--- src/rtl/distance_gray_tracker_pkg.sv ---
// distance_gray_pkg: shared tracker state type, default widths and Gray helper
package distance_gray_pkg;
  typedef enum logic [0:0] {EMPTY = 1'b0, TRACK = 1'b1} state_e;
  localparam int DIST_W_DEF = 5;
  localparam int GRAY_W_DEF = 3;
  function automatic logic [15:0] bin2gray(input logic [15:0] b);
    return b ^ (b >> 1);
  endfunction
endpackage

--- src/rtl/distance_gray_tracker_if.sv ---
// distance_gray_tracker_if: sample input and committed Gray output bundle
interface distance_gray_tracker_if #(
  parameter int DIST_W = 5,
  parameter int GRAY_W = 3
);
  logic              in_valid;
  logic [DIST_W-1:0] distance;
  logic [GRAY_W-1:0] gray_code;
  logic              gray_valid;
  logic              changed;
  logic              out_of_range;
  modport master (output in_valid, distance, input gray_code, gray_valid, changed, out_of_range);
  modport slave  (input in_valid, distance, output gray_code, gray_valid, changed, out_of_range);
endinterface

--- src/rtl/distance_gray_tracker_binner.sv ---
// distance_binner: clamps a distance to MAX_DIST and maps it to its bin by shifting
module distance_binner #(
  parameter int DIST_W   = 5,
  parameter int GRAY_W   = 3,
  parameter int MAX_DIST = 30
) (
  input  logic [DIST_W-1:0] distance_i,
  output logic [GRAY_W-1:0] bin_o,
  output logic              oor_o
);
  logic [DIST_W-1:0] d_c;
  always_comb begin
    oor_o = distance_i > DIST_W'(MAX_DIST);
    d_c   = oor_o ? DIST_W'(MAX_DIST) : distance_i;
    bin_o = GRAY_W'(d_c >> (DIST_W - GRAY_W));
  end
endmodule

--- src/rtl/distance_gray_tracker.sv ---
// distance_gray_tracker: bins distance samples, debounces the bin, emits it as Gray code
module distance_gray_tracker
  import distance_gray_pkg::*;
#(
  parameter int DIST_W     = DIST_W_DEF,
  parameter int GRAY_W     = GRAY_W_DEF,
  parameter int MAX_DIST   = 30,
  parameter int STABLE_CNT = 4
) (
  input logic clk,
  input logic rst,
  distance_gray_tracker_if.slave bus
);
  localparam int CW = $clog2(STABLE_CNT + 1);
  logic [GRAY_W-1:0] bin, cand_q, cand_d, comm_q, comm_d, gray_q, gray_d;
  logic [CW-1:0]     cnt_q, cnt_d;
  state_e            state_q, state_d;
  logic              oor, commit, changed_q, oor_q;
  distance_binner #(
    .DIST_W  (DIST_W),
    .GRAY_W  (GRAY_W),
    .MAX_DIST(MAX_DIST)
  ) u_binner (
    .distance_i(bus.distance),
    .bin_o     (bin),
    .oor_o     (oor)
  );
  // commit is judged on the updated run length so it lands one clock after the final sample
  always_comb begin
    cand_d  = bus.in_valid ? bin : cand_q;
    cnt_d   = !bus.in_valid            ? cnt_q :
              (bin != cand_q)          ? CW'(1) :
              (cnt_q == CW'(STABLE_CNT)) ? cnt_q : cnt_q + CW'(1);
    commit  = bus.in_valid && (cnt_d == CW'(STABLE_CNT)) && ((cand_d != comm_q) || (state_q == EMPTY));
    state_d = commit ? TRACK : state_q;
    comm_d  = commit ? cand_d : comm_q;
    gray_d  = commit ? GRAY_W'(bin2gray(16'(cand_d))) : gray_q;
  end
  always_ff @(posedge clk) begin
    if (rst) begin
      cand_q    <= '0;
      cnt_q     <= '0;
      comm_q    <= '0;
      gray_q    <= '0;
      state_q   <= EMPTY;
      changed_q <= 1'b0;
      oor_q     <= 1'b0;
    end else begin
      cand_q    <= cand_d;
      cnt_q     <= cnt_d;
      comm_q    <= comm_d;
      gray_q    <= gray_d;
      state_q   <= state_d;
      changed_q <= commit;
      oor_q     <= bus.in_valid && oor;
    end
  end
  assign bus.gray_code    = gray_q;
  assign bus.gray_valid   = (state_q == TRACK);
  assign bus.changed      = changed_q;
  assign bus.out_of_range = oor_q;
endmodule

--- src/flat_wrapper.sv ---
// flat-port wrapper written by rule: the top's interface ports become plain ports
module distance_gray_tracker_flat import distance_gray_pkg::*;
#(
  parameter int DIST_W     = DIST_W_DEF,
  parameter int GRAY_W     = GRAY_W_DEF,
  parameter int MAX_DIST   = 30,
  parameter int STABLE_CNT = 4
)
  (clk, rst, bus_in_valid, bus_distance, bus_gray_code, bus_gray_valid, bus_changed, bus_out_of_range);
  distance_gray_tracker_if #(.DIST_W(DIST_W), .GRAY_W(GRAY_W)) bus_i ();
  input logic clk;
  input logic rst;
  input wire logic [$bits(bus_i.in_valid)-1:0] bus_in_valid;
  input wire logic [$bits(bus_i.distance)-1:0] bus_distance;
  output wire logic [$bits(bus_i.gray_code)-1:0] bus_gray_code;
  output wire logic [$bits(bus_i.gray_valid)-1:0] bus_gray_valid;
  output wire logic [$bits(bus_i.changed)-1:0] bus_changed;
  output wire logic [$bits(bus_i.out_of_range)-1:0] bus_out_of_range;
  assign bus_i.in_valid = bus_in_valid;
  assign bus_i.distance = bus_distance;
  assign bus_gray_code = bus_i.gray_code;
  assign bus_gray_valid = bus_i.gray_valid;
  assign bus_changed = bus_i.changed;
  assign bus_out_of_range = bus_i.out_of_range;
  distance_gray_tracker #(.DIST_W(DIST_W), .GRAY_W(GRAY_W), .MAX_DIST(MAX_DIST), .STABLE_CNT(STABLE_CNT)) u_core (.clk(clk), .rst(rst), .bus(bus_i));
endmodule
--- config.mk ---
export PLATFORM = sky130hd
export DESIGN_NAME = distance_gray_tracker_flat
export DESIGN_NICKNAME = d
export VERILOG_FILES = /design/src/rtl/distance_gray_tracker_pkg.sv /design/src/rtl/distance_gray_tracker_if.sv /design/src/rtl/distance_gray_tracker_binner.sv /design/src/rtl/distance_gray_tracker.sv /design/src/flat_wrapper.sv
export SDC_FILE = /design/constraint.sdc
export NUM_CORES = 1
export LEC_CHECK = 0
export CORE_UTILIZATION = 32
export CTS_CLUSTER_DIAMETER = 40
export CTS_CLUSTER_SIZE = 10
export DETAILED_ROUTE_END_ITERATION = 8
export DONT_BUFFER_PORTS = 1
export PLACE_DENSITY = 0.43
export SLEW_MARGIN = 30
export SYNTH_ARGS = -nofsm -noshare
export SYNTH_HDL_FRONTEND = slang
export SYNTH_HIERARCHICAL = 1
export SYNTH_SLANG_ARGS = --single-unit
--- constraint.sdc ---
create_clock -name clk -period 2.6 [get_ports clk]
set_clock_uncertainty 0.05 [all_clocks]
set_input_delay 0.52 -clock clk [delete_from_list [all_inputs] [get_ports clk]]
set_output_delay 0.52 -clock clk [all_outputs]
set_load 0.05 [all_outputs]
==> summary.txt <==
Timing
  • Fmax: 493 MHz
  • Setup Total Neg Slack: 0 ns
  • Unrepaired setup endpoints after global routing: false
  • Tmin final: 2.03 ns
  • Worst Max-Slew Pin Slew: 0.562 ns
  • Final setup fails: 0
  • Max Slew Vio Count: 0
  • Post-route clock period utilization: 78.0%
  • Final hold violation count: 0
  • Slew margin rel.: 62.5%

Setup path
  • Worst Path Required: 2.72 ns
  • CP max-delay cell: nor4_4
  • WP buf/inv: 1
  • Crit path capture type: flop
  • Worst Path Max Fanout: 8
  • CP peak stage delay: 0.51 ns
  • Crit path DAT: 2.15 ns
  • Top delay family on crit path: simple AND/OR/NAND/NOR gates
  • Reg2Reg Launch Point: u_core/cnt_q[0]
  • Critical Path Start Type: flop
  • R2r worst-path depth: 7
  • Critical path type: reg2reg
  • R2r setup slk: 0.57 ns
  • CP Cell Sequence: inv_1 -> ha_1 -> nand3b_1 -> o21ai_0 -> nor4_4 -> nand2_2 -> mux2_1
  • Crit. Startpoint: u_core/cnt_q[0]
  • Worst r2r dst: u_core/comm_q[0]

Final layout
  • Most frequent cells in the layout: 14 x dfxtp_1, 12 x nor2_1, 5 x nand2_1
  • FF+latch area: 280 um^2
  • Final-stage net count: 87
  • ANT cells: 0
  • Fin area: 776 um^2
  • Commonest non-fill, non-tap cell in the layout: dfxtp_1
  • Multi-input logic area: 407 um^2
  • Filler cell count: 226
  • Share of cells above drive strength 1: 19.7%
  • Synthesis-to-finish area growth: 6.90%

GRT
  • Grt met1 use: 11.9%
  • Global route hottest layer: met2
  • Largest net degree at the start of global routing: 15
  • Overflow after GRT: 0
  • Initial antenna violation count: 0
  • Met2 Usage GRT: 19.1%
  • Vias in the first global route: 451
  • GRT Overall Usage: 11.0%
  • GR Util met3: 4.32%
  • First-pass GRT wire length: 1990 um

Floorplan
  • Die height: 49.6 um
  • Die extent in x: 49.6 um
  • Ports: 14
  • DIE AREA: 2460 um^2
  • Cell Rows: 16
  • Core box area: 2040 um^2
  • Initial Util: 35.5%

Logic synthesis
  • Synth top area cells: dfxtp_1 39%, xnor2_2 6.7%, nor2_1 6.2%, mux2i_2 3.8%, xnor2_1 3.6%
  • Syn Std Cell Area: 726 um^2
  • Cell taking the most area after synthesis: dfxtp_1
  • Cells after Synth: 77
  • Post-synth cell types: 27
  • Syn avg cell area: 9.42 um^2
  • Synth Net Count: 87
  • Ys Warns: 6
  • Sequential-to-total area share from yosys stat: 38.6%
  • #FFs+latches synth: 14
  • Synth top area share: 38.6%

Clock tree
  • Clock buffer depth: 2
  • CTS root buffer: clkbuf_4
  • Sink Count: 14
  • Worst-Skew Late Latency: 0.27 ns
  • H-tree Lvls: 1
  • CTS Buf Count: 3
  • Hold Buf Count CTS: 0
  • Post-CTS setup buffers: 0
  • Clk pin slew, worst setup/hold paths: 0.09 ns
  • Post-cts resize count: 0
  • CTS tree: built

Hold path
  • Hold path depth: 1
  • Hold Path Sink: u_core/bus.changed
  • Min-delay worst type: in2reg
  • HP Start: rst

Drt
  • Via Count: 487
  • WL/cell: 12.1 um
  • Starting DRT DRC Count: 10
  • Final WL: 1250 um
  • DR pass1 iterations: 4
  • Final ANT Viol Nets: 0
  • Drt drc: 0
  • Drt via density: 4.73

Run status
  • Status: finished, final reports clean

Power
  • Static Leak: 0.291 nW
  • Overall power: 418 uW
  • Worst vdd rail ir drop: 0.000236 V
  • Pwr/cell area: 539 nW/um^2

Placed design
  • Post-DP HPWL: 975 um
  • Placed inst area: 739 um^2
  • GP Congestion: 0.717
  • Port bufs: 0

Job
  • Maxcap violations: 0
## metrics by stage
stage / util (%) / hold WS [ns] / cells / setup slack, ns
detailed placement: 36.2 / 0.434 / 99 / 0.571
finish: 38.0 / 0.250 / 103 / 0.572
global placement: 36.2 / 0.433 / 99 / 0.622
global route: 38.0 / 0.221 / 103 / 0.434
CTS: 38.0 / 0.231 / 103 / 0.557
floorplan: - / 0.417 / 77 / 0.571
## how the worst max path moves through the flow
stage                             endpoint  slack (ns)  depth (start not counted)
after global routing      u_core/comm_q[0]        0.43                          7
final                     u_core/comm_q[0]        0.57                          7
after CTS                 u_core/comm_q[0]        0.56                          7
after floorplan           u_core/comm_q[0]        0.57                          6
after detailed placement  u_core/comm_q[0]        0.57                          7
after global placement    u_core/comm_q[1]        0.62                          5
## where the power goes
part / leakage [nW] / switching [mW] / internal [mW]
combinational: 0.156 / 0.0209 / 0.0208
clock: 0.0210 / 0.0683 / 0.0850
sequential: 0.114 / 0.00447 / 0.219
## per-layer routing
layer  share of wire (%)  vias up  wire, um
li1                    -      255         -
met5                   0        -         0
met4                   0        0         0
met3                 3.3        0        41
met1                  44      228       554
met2                  52        4       653
## cells by family after synthesis
family | share of synthesized area [%]
buffers and inverters | 5.34
adder cells (fa/ha/maj) | 3.45
AO/OA/AOI/OAI | 8.62
AND/OR/NAND/NOR | 21.7
XOR/XNOR | 14.0
flip-flops | 38.6
multiplexers | 8.28
## registers in the layout (all words and copies together) (netlist names)
signal                   cells
u_core/comm_q                3
u_core/bus.gray_valid        1
u_core/bus.changed           1
u_core/bus.out_of_range      1
u_core/bus.gray_code         2
u_core/cnt_q                 3
u_core/cand_q                3
## cells in the mapped netlist
cell type,count
a211oi_1,2
a21oi_1,4
a311oi_1,2
buf_2,1
buf_4,1
clkbuf_1,4
dfxtp_1,14
ha_1,2
inv_1,3
mux2_1,2
mux2i_1,1
mux2i_2,2
nand2_1,5
nand2_2,1
nand2b_1,1
nand3_1,2
nand3_2,1
nand3b_1,1
nand4_2,1
nor2_1,12
nor2b_1,2
nor4_4,1
o21ai_0,2
or3_2,1
xnor2_1,3
xnor2_2,3
xor2_1,3
## worst reg2reg max path: stages, from the launching register on
cell      delay (ns)
dfxtp_1         0.34
inv_1           0.11
ha_1            0.17
nand3b_1        0.10
o21ai_0         0.16
nor4_4          0.51
nand2_2         0.14
mux2_1          0.34
## layout make-up
| class | instances | share of cell area [%] |
|---|---|---|
| Timing Repair Buffer | 1 | 0.968 |
| Inverter | 3 | 1.45 |
| Tap cell | 27 | 4.35 |
| Multi-Input combinational cell | 54 | 52.4 |
| Clock buffer | 4 | 4.68 |
| Sequential cell | 14 | 36.1 |
Power figures use the tool's default switching activity.
